$ cat config.mk
export PLATFORM = sky130hd
export DESIGN_NAME = alu_sequencer
export DESIGN_NICKNAME = d
export VERILOG_FILES = /design/src/rtl/alu_seq_pkg.sv /design/src/rtl/alu_seq_flags.sv /design/src/rtl/alu_sequencer.sv
export SDC_FILE = /design/constraint.sdc
export NUM_CORES = 1
export LEC_CHECK = 0
export ABC_AREA = 1
export CAP_MARGIN = 20
export CORE_MARGIN = 8
export CORE_UTILIZATION = 40
export DETAILED_ROUTE_END_ITERATION = 10
export DONT_BUFFER_PORTS = 1
export HOLD_SLACK_MARGIN = 0.15
export SETUP_SLACK_MARGIN = 0.5
export SLEW_MARGIN = 40
export SYNTH_ARGS = -nofsm -noshare
export SYNTH_HDL_FRONTEND = slang
export SYNTH_SLANG_ARGS = --single-unit
export TNS_END_PERCENT = 5
$ cat constraint.sdc
create_clock -name clk -period 1.5 [get_ports clk]
set_input_delay 0.375 -clock clk [delete_from_list [all_inputs] [get_ports clk]]
set_output_delay 0.375 -clock clk [all_outputs]
set_load 0.02 [all_outputs]
$ cat src/rtl/alu_seq_pkg.sv
// alu_seq_pkg: op codes, ALU control codes, P bit indices and FSM states for alu_sequencer.
package alu_seq_pkg;
  localparam logic [2:0] OP_ADC = 3'd0;
  localparam logic [2:0] OP_SBC = 3'd1;
  localparam logic [2:0] OP_AND = 3'd2;
  localparam logic [2:0] OP_ORA = 3'd3;
  localparam logic [2:0] OP_EOR = 3'd4;
  localparam logic [2:0] OP_CMP = 3'd5;
  localparam logic [2:0] OP_LSR = 3'd6;
  localparam logic [2:0] OP_RSV = 3'd7;
  localparam logic [2:0] ALU_SUM = 3'd0;
  localparam logic [2:0] ALU_OR  = 3'd1;
  localparam logic [2:0] ALU_XOR = 3'd2;
  localparam logic [2:0] ALU_AND = 3'd3;
  localparam logic [2:0] ALU_SR  = 3'd4;
  localparam int P_NEG    = 7;
  localparam int P_OVF    = 6;
  localparam int P_UNUSED = 5;
  localparam int P_BREAK  = 4;
  localparam int P_BCD    = 3;
  localparam int P_IRQ    = 2;
  localparam int P_ZERO   = 1;
  localparam int P_CARRY  = 0;
  typedef enum logic [1:0] {S_IDLE, S_EXEC, S_DONE} state_t;
endpackage

$ cat src/rtl/alu_seq_flags.sv
// alu_seq_flags: combinational N/Z/V/C from the latched operands and the ALU result.
module alu_seq_flags
  import alu_seq_pkg::*;
(
  input  logic [2:0] op,
  input  logic [7:0] a,
  input  logic [7:0] bi,
  input  logic [7:0] y,
  input  logic       alu_c,
  output logic       n,
  output logic       z,
  output logic       v,
  output logic       c
);
  assign n = y[7];
  assign z = y == 8'h00;
  assign c = op == OP_LSR ? a[0] : alu_c;
  // bi is the operand as the ALU saw it, so SBC overflow uses the inverted M
  assign v = (op == OP_ADC || op == OP_SBC) && a[7] == bi[7] && y[7] != a[7];
endmodule

$ cat src/rtl/alu_sequencer.sv
// alu_sequencer: IDLE/EXEC/DONE execute-stage sequencer driving the 6502 alu and owning P.
// Define ALU_SEQ_BCD_EN to drive alu_BCD from P.D for ADC/SBC; otherwise alu_BCD is tied 0.
module alu_sequencer
  import alu_seq_pkg::*;
#(
  parameter logic [7:0] P_RESET = 8'h24
) (
  input  logic       clk,
  input  logic       reset,
  input  logic       op_valid,
  output logic       op_ready,
  input  logic [2:0] op_code,
  input  logic [7:0] op_a,
  input  logic [7:0] op_m,
  output logic [2:0] alu_ctrl,
  output logic [7:0] alu_AI,
  output logic [7:0] alu_BI,
  output logic       alu_carry,
  output logic       alu_BCD,
  input  logic [7:0] alu_Y,
  input  logic [7:0] alu_flags,
  output logic       res_valid,
  output logic [7:0] res_data,
  output logic       res_we,
  output logic [7:0] p_reg,
  input  logic       p_load,
  input  logic [7:0] p_load_data
);
  state_t state;
  logic [2:0] op_q;
  logic [7:0] a_q, m_q, p_q;
  logic exec, arith, n, z, v, c, unused;
  assign exec = state == S_EXEC;
  assign arith = op_q == OP_ADC || op_q == OP_SBC;
  assign op_ready = state == S_IDLE && !p_load;
  assign p_reg = p_q | (8'h01 << P_UNUSED);
  assign unused = ^alu_flags[7:1];
`ifdef ALU_SEQ_BCD_EN
  assign alu_BCD = exec && arith && p_q[P_BCD];
`else
  assign alu_BCD = 1'b0;
`endif
  always_comb begin
    alu_ctrl = ALU_SUM;
    alu_AI = 8'h00;
    alu_BI = 8'h00;
    alu_carry = 1'b0;
    if (exec) begin
      case (op_q)
        OP_ADC, OP_SBC, OP_CMP: begin
          alu_AI = a_q;
          alu_BI = op_q == OP_ADC ? m_q : ~m_q;
          alu_carry = op_q == OP_CMP || p_q[P_CARRY];
        end
        OP_AND: begin alu_ctrl = ALU_AND; alu_AI = a_q; alu_BI = m_q; end
        OP_ORA: begin alu_ctrl = ALU_OR;  alu_AI = a_q; alu_BI = m_q; end
        OP_EOR: begin alu_ctrl = ALU_XOR; alu_AI = a_q; alu_BI = m_q; end
        OP_LSR: begin alu_ctrl = ALU_SR;  alu_AI = a_q; end
        default: ;
      endcase
    end
  end
  alu_seq_flags u_flags (
    .op(op_q), .a(a_q), .bi(alu_BI), .y(alu_Y), .alu_c(alu_flags[0]),
    .n(n), .z(z), .v(v), .c(c)
  );
  always_ff @(posedge clk or posedge reset) begin
    if (reset) begin
      state <= S_IDLE;
      p_q <= P_RESET;
      op_q <= OP_ADC;
      a_q <= 8'h00;
      m_q <= 8'h00;
      res_valid <= 1'b0;
      res_data <= 8'h00;
      res_we <= 1'b0;
    end else begin
      res_valid <= 1'b0;
      case (state)
        S_IDLE: begin
          if (p_load) p_q <= p_load_data;
          else if (op_valid) begin
            op_q <= op_code;
            a_q <= op_a;
            m_q <= op_m;
            state <= S_EXEC;
          end
        end
        S_EXEC: begin
          if (op_q != OP_RSV) begin
            p_q[P_NEG] <= n;
            p_q[P_ZERO] <= z;
          end
          if (arith || op_q == OP_CMP || op_q == OP_LSR) p_q[P_CARRY] <= c;
          if (arith) p_q[P_OVF] <= v;
          res_data <= alu_Y;
          res_we <= op_q != OP_CMP && op_q != OP_RSV;
          res_valid <= 1'b1;
          state <= S_DONE;
        end
        default: state <= S_IDLE;
      endcase
    end
  end
endmodule

==> impl_metrics.yaml, run 1 <==
timing:
  finalWorstSetupSlack_ns: -0.278
  slew_viol_final: 0
  hold_violations: 0
  finalCritPeriodShare_pct: 119
  period_needed_ns: 1.78
  hold_slack_ns: 0.165
  rsz0062_at_grt: "yes"
  finClkSkew_ns: 0.00682
  finalSetupViolCount: 21
  max_freq_mhz: 563
critical_path:
  endpoint_kind: "primary output"
  path_class: "register to primary output"
  crit_chain: "nand2_2 > buf_6 > o21ai_4 > nor2_1 > buf_4"
  regToRegSetupSlack_ns: 0.10
  max_stage_delay_ns: 0.40
  crit_start: "op_q[2]"
  crit_path_max_fanout: 5
  cp_data_required_time_ns: 1.12
  reg2regPathDepth: 9
  reg2reg_from: "state[1]"
  critical_path_arrival_ns: 1.40
  r2r-end: "p_q[0]"
  startpoint_type: "register"
  cp_slowest_cell: "dfrtp_1"
place:
  hpwl_um: 3460
  portBuffers: 0
  gp_congestion: 0.801
die:
  die_h_um: 84.8
  io_pins: 87
  coreArea_sq_mm: 0.00463
  die_w_um: 84.8
  placementRows: 25
  initial_core_util_pct: 40.9
  dieArea_sq_mm: 0.00719
synth:
  yosysUniqueCellTypes: 28
  syn_area_sq_mm: 0.00189
  yosys-top-cells-area: "dfrtp_1 49%, nand2_1 12%, o21ai_0 5.5%"
  yosys_warnings: 0
  synth_flop_cell: "dfrtp_1"
  synth_seq_cells: 38
  netlist_instances: 226
  synthArstFlopShare_pct: 100
  synth.avg_cell_area_sq_um: 8.38
  synth_top_area_share_pct: 48.9
  synth-edff-count: 0
  yosysTopAreaCell: "dfrtp_1"
  yosysSeqAreaShare_pct: 50.3
  syn_nets: 273
cells_and_area:
  num_antenna_cells: 0
  syn_to_final_growth_pct: 32.0
  n_fill_cell: 455
  layout-drive-gt1-share_pct: 49.2
  nNetsFinal: 302
clocking:
  cts_buffers: 5
  clk_pin_slew_worst_paths_ns: 0.07
  clockRootBuffer: "clkbuf_8"
  clockBufferDepth: 2
  cts.sinks: 38
  cts_tree: "done"
  clk_latency_ns: 0.29
  h-tree-depth: 2
pwr:
  leakage_uw: 0.00116
  power_density_mw_per_mm2: 1180
  p_total_uw: 2960
  ir_drop_mv: 0.479
run:
  maxCapViolCount: 0
global_route:
  antenna_found_initial: 0
  grt_pass1_vias: 1545
  grt_pass1_wl_um: 7890
  grt_max_degree: 33
  track_usage_pct: 13.9
  grt-ovfl-total: 0
routing:
  vias_per_cell: 5.04
  num_vias: 1562
  wl_um: 4850
  dr.first_iter.drc_count: 69
  ant_nets: 0
  dr.pass1.iters: 4
  drc_errors: 0
  wire_per_inst_um: 15.7
worst_hold_path:
  worst_hold_path_type: "input port to asynchronous set/reset pin"
run_status:
  outcome: "complete, but fails checks"
  violations: "negative setup slack"
[cell usage in the layout, fill, tap and decap left out, types with 2 or more instances in the layout]
cell | synthesis | routed
nand2_1 | 59 | 35
nand2_2 | 3 | 21
dfrtp_1 | 37 | 21
inv_1 | 26 | 20
buf_4 | 3 | 19
o21ai_1 | 1 | 18
nor2_1 | 21 | 16
dfrtp_2 | 0 | 16
o21ai_2 | 9 | 10
inv_2 | 5 | 8
nand2_4 | 2 | 8
nor2_4 | 3 | 7
a21oi_2 | 1 | 7
clkbuf_8 | 0 | 5
buf_6 | 2 | 5
buf_12 | 1 | 4
o21ai_0 | 21 | 3
nor3_1 | 5 | 3
clkbuf_1 | 0 | 3
nor2_2 | 0 | 2
o21ai_4 | 1 | 2
inv_4 | 1 | 2
a31oi_1 | 2 | 2
nand3_1 | 4 | 2
nor3_2 | 0 | 2
a21oi_1 | 9 | 2
conb_1 | 2 | 2
[layer usage]
metal | vias up | wire [um] | global-route usage [%]
li1 | 767 | - | -
met1 | 731 | 2000 | 16.4
met2 | 60 | 2300 | 21.8
met3 | 4 | 512 | 7.24
met4 | 0 | 34 | 3.40
met5 | - | 0 | 0
[synth_stat cells (all sizes together) (2+ instances only)]
| cell type | number |
|---|---|
| a21oi | 10 |
| a31oi | 2 |
| buf | 9 |
| conb | 2 |
| dfrtp | 37 |
| inv | 32 |
| nand2 | 64 |
| nand3 | 4 |
| nor2 | 25 |
| nor3 | 5 |
| o21ai | 32 |
[kinds of logic (layout without fill, tap and decap cells)]
family                 after synthesis  count (layout)  synth area share, %
AND/OR/NAND/NOR                    100             101                 23.9
AO/OA/AOI/OAI                       45              46                 14.7
other                                2               2                0.396
buffers and inverters               41              69                 10.7
flip-flops                          38              38                 50.3
[layout make-up]
| cell class | instances | area (sq um) | area share [%] |
|---|---|---|---|
| Clock buffer | 8 | 80.1 | 3.20 |
| Timing Repair Buffer | 29 | 292 | 11.7 |
| Multi-Input combinational cell | 149 | 955 | 38.2 |
| Tap cell | 54 | 67.6 | 2.70 |
| Inverter | 32 | 134 | 5.36 |
| Sequential cell | 38 | 972 | 38.9 |
[registers in the layout (all words and copies together) (netlist names)]
signal / count
a_q: 8
m_q: 8
op_q: 3
p_q: 7
res_data: 8
res_valid: 1
res_we: 1
state: 2
[repair_timing]
action,4_1_cts,5_1_grt
buffers inserted,4,1
cloned,2,0
pin swaps,26,10
gates resized for setup,73,21
hold endpoints to repair,7,0
hold buffers,1,0
setup endpoints to repair,75,76
[stage by stage]
stage	TNS, ns	cells	setup WS, ns	area (sq um)	util [%]
final	-4.82	310	-0.278	2500	54.0
after global routing	-6.55	310	-0.355	2500	54.0
after CTS	-5.02	309	-0.294	2430	52.5
after detailed placement	-0.198	294	-0.0475	2140	46.3
after global placement	-0.0351	294	-0.0154	2140	46.3
after floorplan	0	226	0.0631	1950	-
[where the power goes]
| group | switching, uW | internal (uW) | total, uW |
|---|---|---|---|
| registers | 240 | 1240 | 1480 |
| logic | 499 | 308 | 808 |
| clock network | 339 | 330 | 669 |
[critical path, delay by kind of cell, from the launching register on]
kind | cells | cell delay [ns]
DFF | 1 | 0.40
buffers and inverters | 2 | 0.30
AOI/OAI and AO/OA | 1 | 0.24
and+or+nand+nor | 2 | 0.16
[worst max path at each step]
| stage | endpoint | slack, ns | depth (start not counted) |
|---|---|---|---|
| 2_1_floorplan | alu_BI[0] | 0.06 | 5 |
| 3_3_place_gp | alu_BI[3] | -0.02 | 5 |
| 3_5_place_dp | alu_BI[3] | -0.05 | 5 |
| 4_1_cts | alu_BI[3] | -0.29 | 5 |
| 5_1_grt | alu_AI[7] | -0.35 | 7 |
| 6_report | alu_AI[7] | -0.28 | 5 |
Power figures use the tool's default switching activity.
==> inputs of run 2 (changes only) <==
--- a/config.mk
+++ b/config.mk
@@ -8,10 +8,11 @@
 export ABC_AREA = 1
 export CAP_MARGIN = 20
 export CORE_MARGIN = 8
-export CORE_UTILIZATION = 40
+export CORE_UTILIZATION = 60
 export DETAILED_ROUTE_END_ITERATION = 10
 export DONT_BUFFER_PORTS = 1
 export HOLD_SLACK_MARGIN = 0.15
+export PLACE_DENSITY = 0.76
 export SETUP_SLACK_MARGIN = 0.5
 export SLEW_MARGIN = 40
 export SYNTH_ARGS = -nofsm -noshare
==> constraint.sdc (replaced) <==
create_clock -name clk -period 1.95 [get_ports clk]
set_input_delay 0.4875 -clock clk [delete_from_list [all_inputs] [get_ports clk]]
set_output_delay 0.4875 -clock clk [all_outputs]
set_load 0.02 [all_outputs]
==> run 2 against run 1 <==
Compared with the run above:
- the flow still finishes with violations (negative setup slack)
- hold slack better by 0.080 ns
- clock power fell by 40%
- die area is 28% lower
- setup slack better by 0.26 ns
- cell count is 6.8% lower
- clock skew grew 0.0040 ns
- sequential power down 24%
- register-to-register slack better by 0.42 ns
- sequential cell count is the same
- final area shrank 10%
- critical endpoint is now alu_BI[3]
- largest cell class unchanged
- largest power group unchanged
==> impl_metrics.yaml, run 2 (synthesis gave the netlist of run 1 again) <==
run:
  maxCapViolCount: 0
place:
  portBuffers: 0
  gp_congestion: 0.802
  hpwl_um: 3250
critical_path:
  crit_family: "flip-flops"
  reg2reg_from: "state[0]"
  cp_data_required_time_ns: 1.46
  cp_num_buf_inv: 1
  critical_path_arrival_ns: 1.48
  crit_start: "state[1]"
  crit_chain: "inv_2 > nand2_8 > nor2_4 > o21ai_2 > a21oi_4"
  cp_slowest_cell: "dfrtp_1"
  path_class: "register to primary output"
  endpoint_kind: "primary output"
  max_stage_delay_ns: 0.41
  crit_path_max_fanout: 9
  startpoint_type: "register"
routing:
  vias_per_cell: 5.24
  drc_errors: 0
  num_vias: 1514
  wire_per_inst_um: 15.1
  dr.first_iter.drc_count: 96
  dr.pass1.iters: 4
  wl_um: 4360
  ant_nets: 0
clocking:
  clockBufferDepth: 2
  cts_buffers: 5
  clk_latency_ns: 0.33
  clk_pin_slew_worst_paths_ns: 0.09
  h-tree-depth: 2
  cts_tree: "done"
  clockRootBuffer: "clkbuf_4"
  cts.sinks: 38
global_route:
  grt_pass1_wl_um: 7140
  grt-ovfl-total: 0
  grt_max_degree: 40
  grt_pass1_vias: 1522
  antenna_found_initial: 0
  track_usage_pct: 17.5
die:
  initial_core_util_pct: 62.6
  placementRows: 20
  dieArea_sq_mm: 0.00521
  coreArea_sq_mm: 0.00303
  io_pins: 87
  die_h_um: 72.2
  die_w_um: 72.2
timing:
  slew_viol_final: 0
  finalSetupViolCount: 6
  hold_slack_ns: 0.245
  finClkSkew_ns: 0.0109
  hold_violations: 0
  max_freq_mhz: 509
  finalCritPeriodShare_pct: 101
  rsz0062_at_grt: "yes"
  finalWorstSetupSlack_ns: -0.0130
  period_needed_ns: 1.96
cells_and_area:
  layout_commonest_cell: "nand2_1"
  syn_to_final_growth_pct: 18.7
  layout-drive-gt1-share_pct: 32.7
  num_antenna_cells: 0
  nNetsFinal: 291
  finish.utilization_pct: 74.3
  top_regs: "a_q (8), m_q (8), res_data (8)"
  final_cell_mix: "56 x nand2_1, 36 x dfrtp_1, 21 x inv_1"
  n_fill_cell: 215
pwr:
  ir_drop_mv: 0.537
  leakage_uw: 0.00106
  power_density_mw_per_mm2: 931
run_status:
  violations: "negative setup slack"
  outcome: "complete, but fails checks"
worst_hold_path:
  min_from: "p_load_data[2]"
  worst_hold_path_type: "input port to register"
-- run 2: changes by cell type in the layout (fill, tap and decap cells not counted), moves of 6 or more --
cell,before,now
dfrtp_1,21,36
nand2_1,35,56
o21ai_1,18,3
nand2_4,8,2
dfrtp_2,16,1
nand2_2,21,5
o21ai_0,3,14
-- run 2: power by group --
part,internal (uW),switching [uW]
clock,178,226
sequential,939,183
combinational,194,374
-- run 2: per-layer routing --
layer  global-route usage [%]  share of wire (%)  vias to the layer above
li1                         -                  -                      743
met1                     20.0                 38                      698
met3                     7.85                 11                        7
met5                        0                  0                        -
met4                     4.76                1.2                        0
met2                     28.7                 50                       66
-- run 2: repair_timing --
item	in CTS	in global routing
hold buffers	1	0
pin swaps	5	4
endpoints found under the hold margin	37	0
resized for setup	32	8
gates cloned	1	0
setup endpoints to repair	21	42
setup buffers	2	3
-- run 2: cell type report --
type / instances / area (sq um) / area share (%)
sequential: 38 / 953 / 42.4
multi-input combinational: 148 / 878 / 39.1
timing repair buffer: 19 / 170 / 7.57
inverter: 32 / 133 / 5.90
clock buffer: 8 / 58.8 / 2.62
tap: 44 / 55.1 / 2.45
-- run 2: stage by stage --
| stage | cells | setup TNS (ns) | total power [uW] | setup slack (ns) | cell area [sq um] |
|---|---|---|---|---|---|
| 2_1_floorplan | 226 | 0 | 1510 | 0.400 | 1940 |
| 3_3_place_gp | 274 | 0 | 1580 | 0.298 | 2020 |
| 3_5_place_dp | 274 | 0 | 1610 | 0.246 | 2020 |
| 4_1_cts | 286 | -0.169 | 2090 | -0.0376 | 2210 |
| 5_1_grt | 289 | -1.48 | 2240 | -0.117 | 2250 |
| 6_report | 289 | -0.0396 | 2090 | -0.0130 | 2250 |
-- run 2: path summary, 6_finish.rpt --
kind                              to  slack, ns  cells after the start
max                        alu_BI[3]      -0.01                      5
min                           p_q[2]       0.25                      2
max reg2reg                   a_q[0]       0.52                      8
min reg2reg                   p_q[2]       0.53                      2
max in group asynchronous    op_q[0]       1.07                      3
min in group asynchronous     p_q[7]       0.62                      3
